===== config.mk =====
export PLATFORM = sky130hd
export DESIGN_NAME = pipe_stage_buf
export DESIGN_NICKNAME = d
export VERILOG_FILES = /design/src/rtl/pipe_stage_buf.sv
export SDC_FILE = /design/constraint.sdc
export NUM_CORES = 1
export LEC_CHECK = 0
export CAP_MARGIN = 20
export CELL_PAD_IN_SITES_DETAIL_PLACEMENT = 1
export CELL_PAD_IN_SITES_GLOBAL_PLACEMENT = 1
export CORE_ASPECT_RATIO = 1.4
export CORE_MARGIN = 5
export CORE_UTILIZATION = 25
export DETAILED_ROUTE_END_ITERATION = 8
export HOLD_SLACK_MARGIN = 0.08
export PLACE_DENSITY_LB_ADDON = 0.1
export SLEW_MARGIN = 20
export SYNTH_ARGS = -nofsm -noshare
export SYNTH_HDL_FRONTEND = slang
export SYNTH_SLANG_ARGS = --single-unit

===== constraint.sdc =====
create_clock -name clk -period 1.83 [get_ports clk]
set_clock_uncertainty 0.15 [all_clocks]
set_input_delay 0.366 -clock clk [delete_from_list [all_inputs] [get_ports clk]]
set_output_delay 0.366 -clock clk [all_outputs]
set_load 0.1 [all_outputs]

===== src/rtl/pipe_stage_buf.sv =====
// Generic inter-stage pipeline register with a 1-entry skid buffer and a registered in_ready.
// Optional `PIPE_STAGE_PERF_EN adds saturating bubble/flush event counters.
module pipe_stage_buf #(
    parameter int unsigned CTRL_W         = 64,
    parameter int unsigned KEEP_W         = 33,
    parameter logic [31:0] FLUSH_KEEP_RST = 32'h0000_3000
) (
    input  logic              clk,
    input  logic              reset,
    input  logic              in_valid,
    output logic              in_ready,
    input  logic [CTRL_W-1:0] in_ctrl,
    input  logic [KEEP_W-1:0] in_keep,
    output logic              out_valid,
    input  logic              out_ready,
    output logic [CTRL_W-1:0] out_ctrl,
    output logic [KEEP_W-1:0] out_keep,
    input  logic              flush,
    input  logic [KEEP_W-1:0] flush_keep,
    output logic [1:0]        occupancy
`ifdef PIPE_STAGE_PERF_EN
    ,
    output logic [31:0]       bubble_cnt,
    output logic [31:0]       flush_cnt
`endif
);

    localparam logic [KEEP_W-1:0] KEEP_RST = KEEP_W'(FLUSH_KEEP_RST);

    // Encoding is {out_valid, skid_valid}; 2'b01 cannot be reached.
    typedef enum logic [1:0] {
        EMPTY = 2'b00,
        ONE   = 2'b10,
        FULL  = 2'b11
    } state_e;

    state_e            state_q, state_d;
    logic [CTRL_W-1:0] out_ctrl_q, out_ctrl_d;
    logic [KEEP_W-1:0] out_keep_q, out_keep_d;
    logic [CTRL_W-1:0] skid_ctrl_q, skid_ctrl_d;
    logic [KEEP_W-1:0] skid_keep_q, skid_keep_d;
    logic              skid_valid;
    logic              in_xfer;
    logic              out_xfer;
    logic              bubble;

    assign out_valid  = state_q[1];
    assign skid_valid = state_q[0];
    assign in_ready   = ~skid_valid;
    assign occupancy  = {1'b0, out_valid} + {1'b0, skid_valid};
    assign out_ctrl   = out_ctrl_q;
    assign out_keep   = out_keep_q;
    assign in_xfer    = in_valid & in_ready;
    assign out_xfer   = out_valid & out_ready;

    always_comb begin
        state_d     = state_q;
        out_ctrl_d  = out_ctrl_q;
        out_keep_d  = out_keep_q;
        skid_ctrl_d = skid_ctrl_q;
        skid_keep_d = skid_keep_q;
        bubble      = 1'b0;
        if (flush) begin
            state_d     = EMPTY;
            out_ctrl_d  = '0;
            out_keep_d  = flush_keep;
            skid_ctrl_d = '0;
        end else begin
            unique case (state_q)
                EMPTY: begin
                    if (in_xfer) begin
                        state_d    = ONE;
                        out_ctrl_d = in_ctrl;
                        out_keep_d = in_keep;
                    end else begin
                        bubble = 1'b1;
                    end
                end
                ONE: begin
                    if (in_xfer && out_xfer) begin
                        out_ctrl_d = in_ctrl;
                        out_keep_d = in_keep;
                    end else if (out_xfer) begin
                        state_d = EMPTY;
                        bubble  = 1'b1;
                    end else if (in_xfer) begin
                        state_d     = FULL;
                        skid_ctrl_d = in_ctrl;
                        skid_keep_d = in_keep;
                    end
                end
                FULL: begin
                    if (out_xfer) begin
                        state_d     = ONE;
                        out_ctrl_d  = skid_ctrl_q;
                        out_keep_d  = skid_keep_q;
                        skid_ctrl_d = '0;
                    end
                end
                default: begin
                    state_d = EMPTY;
                end
            endcase
        end
        // KEEP follows upstream on a bubble so PC/BD stay valid for interrupts.
        if (bubble) begin
            out_ctrl_d = '0;
            out_keep_d = in_keep;
        end
    end

    always_ff @(posedge clk or negedge reset) begin
        if (!reset) begin
            state_q     <= EMPTY;
            out_ctrl_q  <= '0;
            out_keep_q  <= KEEP_RST;
            skid_ctrl_q <= '0;
            skid_keep_q <= '0;
        end else begin
            state_q     <= state_d;
            out_ctrl_q  <= out_ctrl_d;
            out_keep_q  <= out_keep_d;
            skid_ctrl_q <= skid_ctrl_d;
            skid_keep_q <= skid_keep_d;
        end
    end

`ifdef PIPE_STAGE_PERF_EN
    logic [31:0] bubble_cnt_q, bubble_cnt_d;
    logic [31:0] flush_cnt_q, flush_cnt_d;

    always_comb begin
        bubble_cnt_d = bubble_cnt_q;
        flush_cnt_d  = flush_cnt_q;
        if (bubble && (bubble_cnt_q != 32'hFFFF_FFFF)) begin
            bubble_cnt_d = bubble_cnt_q + 32'd1;
        end
        if (flush && (flush_cnt_q != 32'hFFFF_FFFF)) begin
            flush_cnt_d = flush_cnt_q + 32'd1;
        end
    end

    always_ff @(posedge clk or negedge reset) begin
        if (!reset) begin
            bubble_cnt_q <= '0;
            flush_cnt_q  <= '0;
        end else begin
            bubble_cnt_q <= bubble_cnt_d;
            flush_cnt_q  <= flush_cnt_d;
        end
    end

    assign bubble_cnt = bubble_cnt_q;
    assign flush_cnt  = flush_cnt_q;
`endif

endmodule


==> results.md, run 1 <==
Yosys:
- Yosys attributes the largest share of cell area to sky130_fd_sc_hd__dfrtp_1 51%, sky130_fd_sc_hd__o41ai_2 9.4%, sky130_fd_sc_hd__nand2_1 7.9%, sky130_fd_sc_hd__mux2i_1 7.0%, sky130_fd_sc_hd__o21ai_0 4.9%.
- The fraction of synthesized cell area taken by the top area cell type is 0.512.
- The mean instance size in the synthesized netlist is about 11 um2.
- In this run, synthesis inferred 0 flip-flops with an integrated enable.
- The post-synthesis register bit count is a little under 200.
- The leading cell type by number of instances after synthesis is sky130_fd_sc_hd__nand2_1.
- The main flop type after synthesis is sky130_fd_sc_hd__dfrtp_1.
- The number of distinct library cell variants in the gate-level netlist after synthesis is 31.
- In the synthesized netlist the async set-or-reset flop fraction comes to 1.00.
- The count of warnings emitted by yosys is 0.
- The synthesized netlist occupies a cell area of between 0.009 and 0.01 mm2.
- By count the netlist is led by 200 x sky130_fd_sc_hd__nand2_1, 194 x sky130_fd_sc_hd__dfrtp_1, 92 x sky130_fd_sc_hd__o21ai_0.
- The largest total area in the synthesized netlist belongs to sky130_fd_sc_hd__dfrtp_1.
- The count of mapped cells out of synthesis is between 800 and 900.
- The sequential-to-total area share from yosys stat is 0.517.
- The synthesized netlist net count is 1030.

Clocking:
- The clock latency on the worst-skew pair is approximately 0.46 ns.
- For this design, the sink count on the clock tree is slightly below 200.
- TritonCTS built the clock tree.
- The number of buffers created by CTS is 17.
- The post-CTS clock slew at the launch and capture registers of the worst setup and hold paths is 0.08 ns.
- The buffer depth of the longest clock path is 2.
- The CTS H-tree depth is 4.
- The root buffer cell is sky130_fd_sc_hd__clkbuf_16.

Placed design:
- The number of placed instances, taps included is around 1600.
- The last weighted congestion value of the routability-driven placer is 0.701.
- The placed wire-length estimate after detailed placement is around 22000 um.
- Buffers placed on the I/O ports in this run total between 200 and 250.

Detailed routing:
- After detailed routing, the average wire length per cell comes to about 21 um.
- The iteration count of the initial detailed-routing pass is 4.
- The count of vias placed by the detailed router is around 7900.
- After detailed routing, the number of remaining DRC violations is 0.
- The first routing iteration left ~350 violations.
- In the routed layout, each cell is associated on average with a via count of ~4.7.
- The antenna violation net count after detailed routing is 0.
- Summed over all layers, the routed wires come to approximately 35000 um.

Floorplanning:
- In this run the horizontal extent of the chip is roughly 170 um.
- The initial utilization of the core area, before any placement, comes to 0.253.
- The chip height is about 240 um.
- The number of primary I/O pins is roughly 240.
- After floorplanning, the core was sized to cover about 0.038 mm2.
- The floorplan has 84 rows.
- The die covers about 0.042 mm2.

Cells and area:
- The layout filler cell count is slightly below 4000.
- From synthesis to final layout, the design area changed by 65.9%.
- The multi-input combinational cell area is between 0.004 and 0.005 mm2.
- For this run, the share of the core covered by cells in the final layout is 0.420.
- The area used by sequential logic in the layout is 0.00491 mm2.
- In the final layout, the share of cells above drive strength 1 is 0.390.
- The number of standard cells in the layout, taps in and fillers out is between 1500 and 2000.
- After the last flow step, the layout net total stands at around 1300.

Timing:
- Subtracting the final worst setup slack from the clock period gives about 2.1 ns.
- The worst-case headroom to the max-slew limit is 0.646.
- Dividing the final minimum period by the clock period gives 1.13.
- Final hold analysis gives a worst-case slack of 0.255 ns.
- Setup repair after global routing could not meet its margin everywhere.
- Derived from the worst setup path, the maximum achievable clock frequency is 482 MHz.
- The slew of the pin with the lowest slew margin is roughly 0.53 ns.
- The final number of hold-violating endpoints is 0.
- The final number of setup-violating endpoints is about 200.
- The post-layout worst setup margin is -0.246 ns.
- The sum of negative setup slack is -34.68 ns.
- The final max-slew violation count is 0.

GRT:
- The total overflow left after global routing is 0.
- The first global-routing pass estimated ~52000 um of wire.
- The number of global-route vias before repair is between 8000 and 9000.
- The initial antenna violation count came to 3.
- The pin count of the biggest net entering global routing is between 60 and 70.
- The global-route usage over all layers is 0.161.

Worst setup path:
- The kind of end point of the critical path is a flip-flop.
- The critical path ends at out_keep[29].
- The endpoint arrival time on the critical path is 2.31 ns.
- The worst endpoint required time is slightly above 2 ns.
- The largest driver fanout on the critical path is 8.
- The worst register-to-register path begins at state_q[0].
- The setup check on the worst reg-to-reg path leaves a slack of -0.25 ns.
- Tracing the worst setup path back leads to its startpoint at state_q[0].
- The number of cell instances on the worst register-to-register path is 9.
- The critical path in this run is classified as reg2reg.
- STA classifies the critical path startpoint as a flip-flop.
- The reg-to-reg critical path endpoint is out_keep[29].

Worst hold path:
- In this run the worst hold path is classified as in2async.

Status:
- The checks that failed: setup timing.
- The flow ran to the end, but the final reports show violations.

Pwr:
- The power density normalized to cell area is around 1700 mW/mm2.
- The leakage dissipation is 6.85 nW.
- Across the VDD grid, the largest voltage drop is 0.630 mV.

Job:
- The tool flagged a number of max-cap violations equal to 0.
==> area by class of cell <==
class,instances,share of cell area
inverter,67,0.0164
timing repair buffer,338,0.313
sequential,196,0.312
clock inverter,14,0.0103
antenna,1,0.000159
tap,473,0.0376
multi-input combinational,553,0.283
clock buffer,18,0.0279
==> timing repair <==
item                                    4_1_cts  5_1_grt
hold buffers                                  2        0
endpoints found under the setup margin      194      199
gates resized for setup                      92      116
endpoints found under the hold margin       171        0
pin swaps                                     8       25
setup buffers                                19        4
gates cloned                                 11       10
==> logic make-up after synthesis <==
family,after synthesis,share of synthesized area
AO/OA/AOI/OAI,240,0.205
adder cells (fa/ha/maj),4,0.00527
buffers and inverters,142,0.0789
flip-flops,196,0.517
multiplexers,99,0.109
AND/OR/NAND/NOR,210,0.0853
==> per-stage QoR <==
step           cell area, um2  worst slack [ns]  total power, mW
2_1_floorplan            9600            -0.702             14.9
3_3_place_gp            13700            -0.360             20.0
3_5_place_dp            13700            -0.416             20.2
4_1_cts                 15100            -0.224             25.7
5_1_grt                 15700            -0.316             27.3
6_report                15700            -0.246             26.2
==> layer usage <==
layer  vias to the layer above  part of all wire  track usage
met5                         -           0.00075            0
met4                         4             0.012       0.0426
met3                        26             0.047       0.0327
met2                       170              0.53        0.291
met1                      4017              0.41        0.197
li1                       3663                 -            -
==> worst min path at each step <==
stage | startpoint | end | slack (ns) | cells after the start
floorplan | reset | out_ctrl[0] | -0.08 | 0
global placement | reset | out_keep[26] | 0.17 | 1
detailed placement | reset | out_keep[26] | 0.16 | 1
CTS | reset | out_keep[25] | 0.25 | 2
global route | reset | out_keep[26] | 0.28 | 2
finish | reset | out_keep[26] | 0.26 | 2
==> registers in the layout (all words and copies together) (netlist names) <==
signal and count:
state_q 2, skid_ctrl_q 64, out_ctrl 64, out_keep 33
skid_keep_q 33
==> worst max-delay path, stage by stage, from the launching register on <==
cell and delay [ns]:
sky130_fd_sc_hd__dfrtp_2 0.44, sky130_fd_sc_hd__clkinvlp_4 0.13, sky130_fd_sc_hd__ha_4 0.21, sky130_fd_sc_hd__a31oi_4 0.11, sky130_fd_sc_hd__or3_4 0.43, sky130_fd_sc_hd__buf_12 0.15, sky130_fd_sc_hd__buf_16 0.16, sky130_fd_sc_hd__nand2_1 0.06
sky130_fd_sc_hd__o21ai_1 0.06, sky130_fd_sc_hd__o21ai_1 0.12
==> layout by cell type (no fill, tap or decap), types with 8 or more instances in the layout <==
cell type / n
sky130_fd_sc_hd__o21ai_1: 67
sky130_fd_sc_hd__mux2i_1: 66
sky130_fd_sc_hd__nand2_2: 42
sky130_fd_sc_hd__nand2_1: 147
sky130_fd_sc_hd__o41ai_4: 8
sky130_fd_sc_hd__buf_16: 9
sky130_fd_sc_hd__o41ai_2: 52
sky130_fd_sc_hd__o21ai_2: 60
sky130_fd_sc_hd__mux2_2: 33
sky130_fd_sc_hd__buf_6: 13
sky130_fd_sc_hd__buf_4: 40
sky130_fd_sc_hd__o21ai_0: 8
sky130_fd_sc_hd__clkbuf_16: 26
sky130_fd_sc_hd__dfrtp_1: 192
sky130_fd_sc_hd__o22ai_1: 33
sky130_fd_sc_hd__inv_1: 64
sky130_fd_sc_hd__clkdlybuf4s50_1: 132
sky130_fd_sc_hd__buf_12: 129
sky130_fd_sc_hd__nand2_4: 11
==> where the power goes <==
group          internal, mW  leakage (nW)  switching, mW
Combinational          6.21          4.04           9.10
Clock                  1.99         0.297           1.97
Sequential             5.70          2.51           1.21
Total                  13.9          6.85           12.3
Note: power is estimated with default switching activity, not from simulation.
==> inputs of run 2 (changes only) <==
SLEW_MARGIN = 25   (was 20)
==> results of run 2 <==
The final DEF is identical to that of run 1; final timing and power are the same.
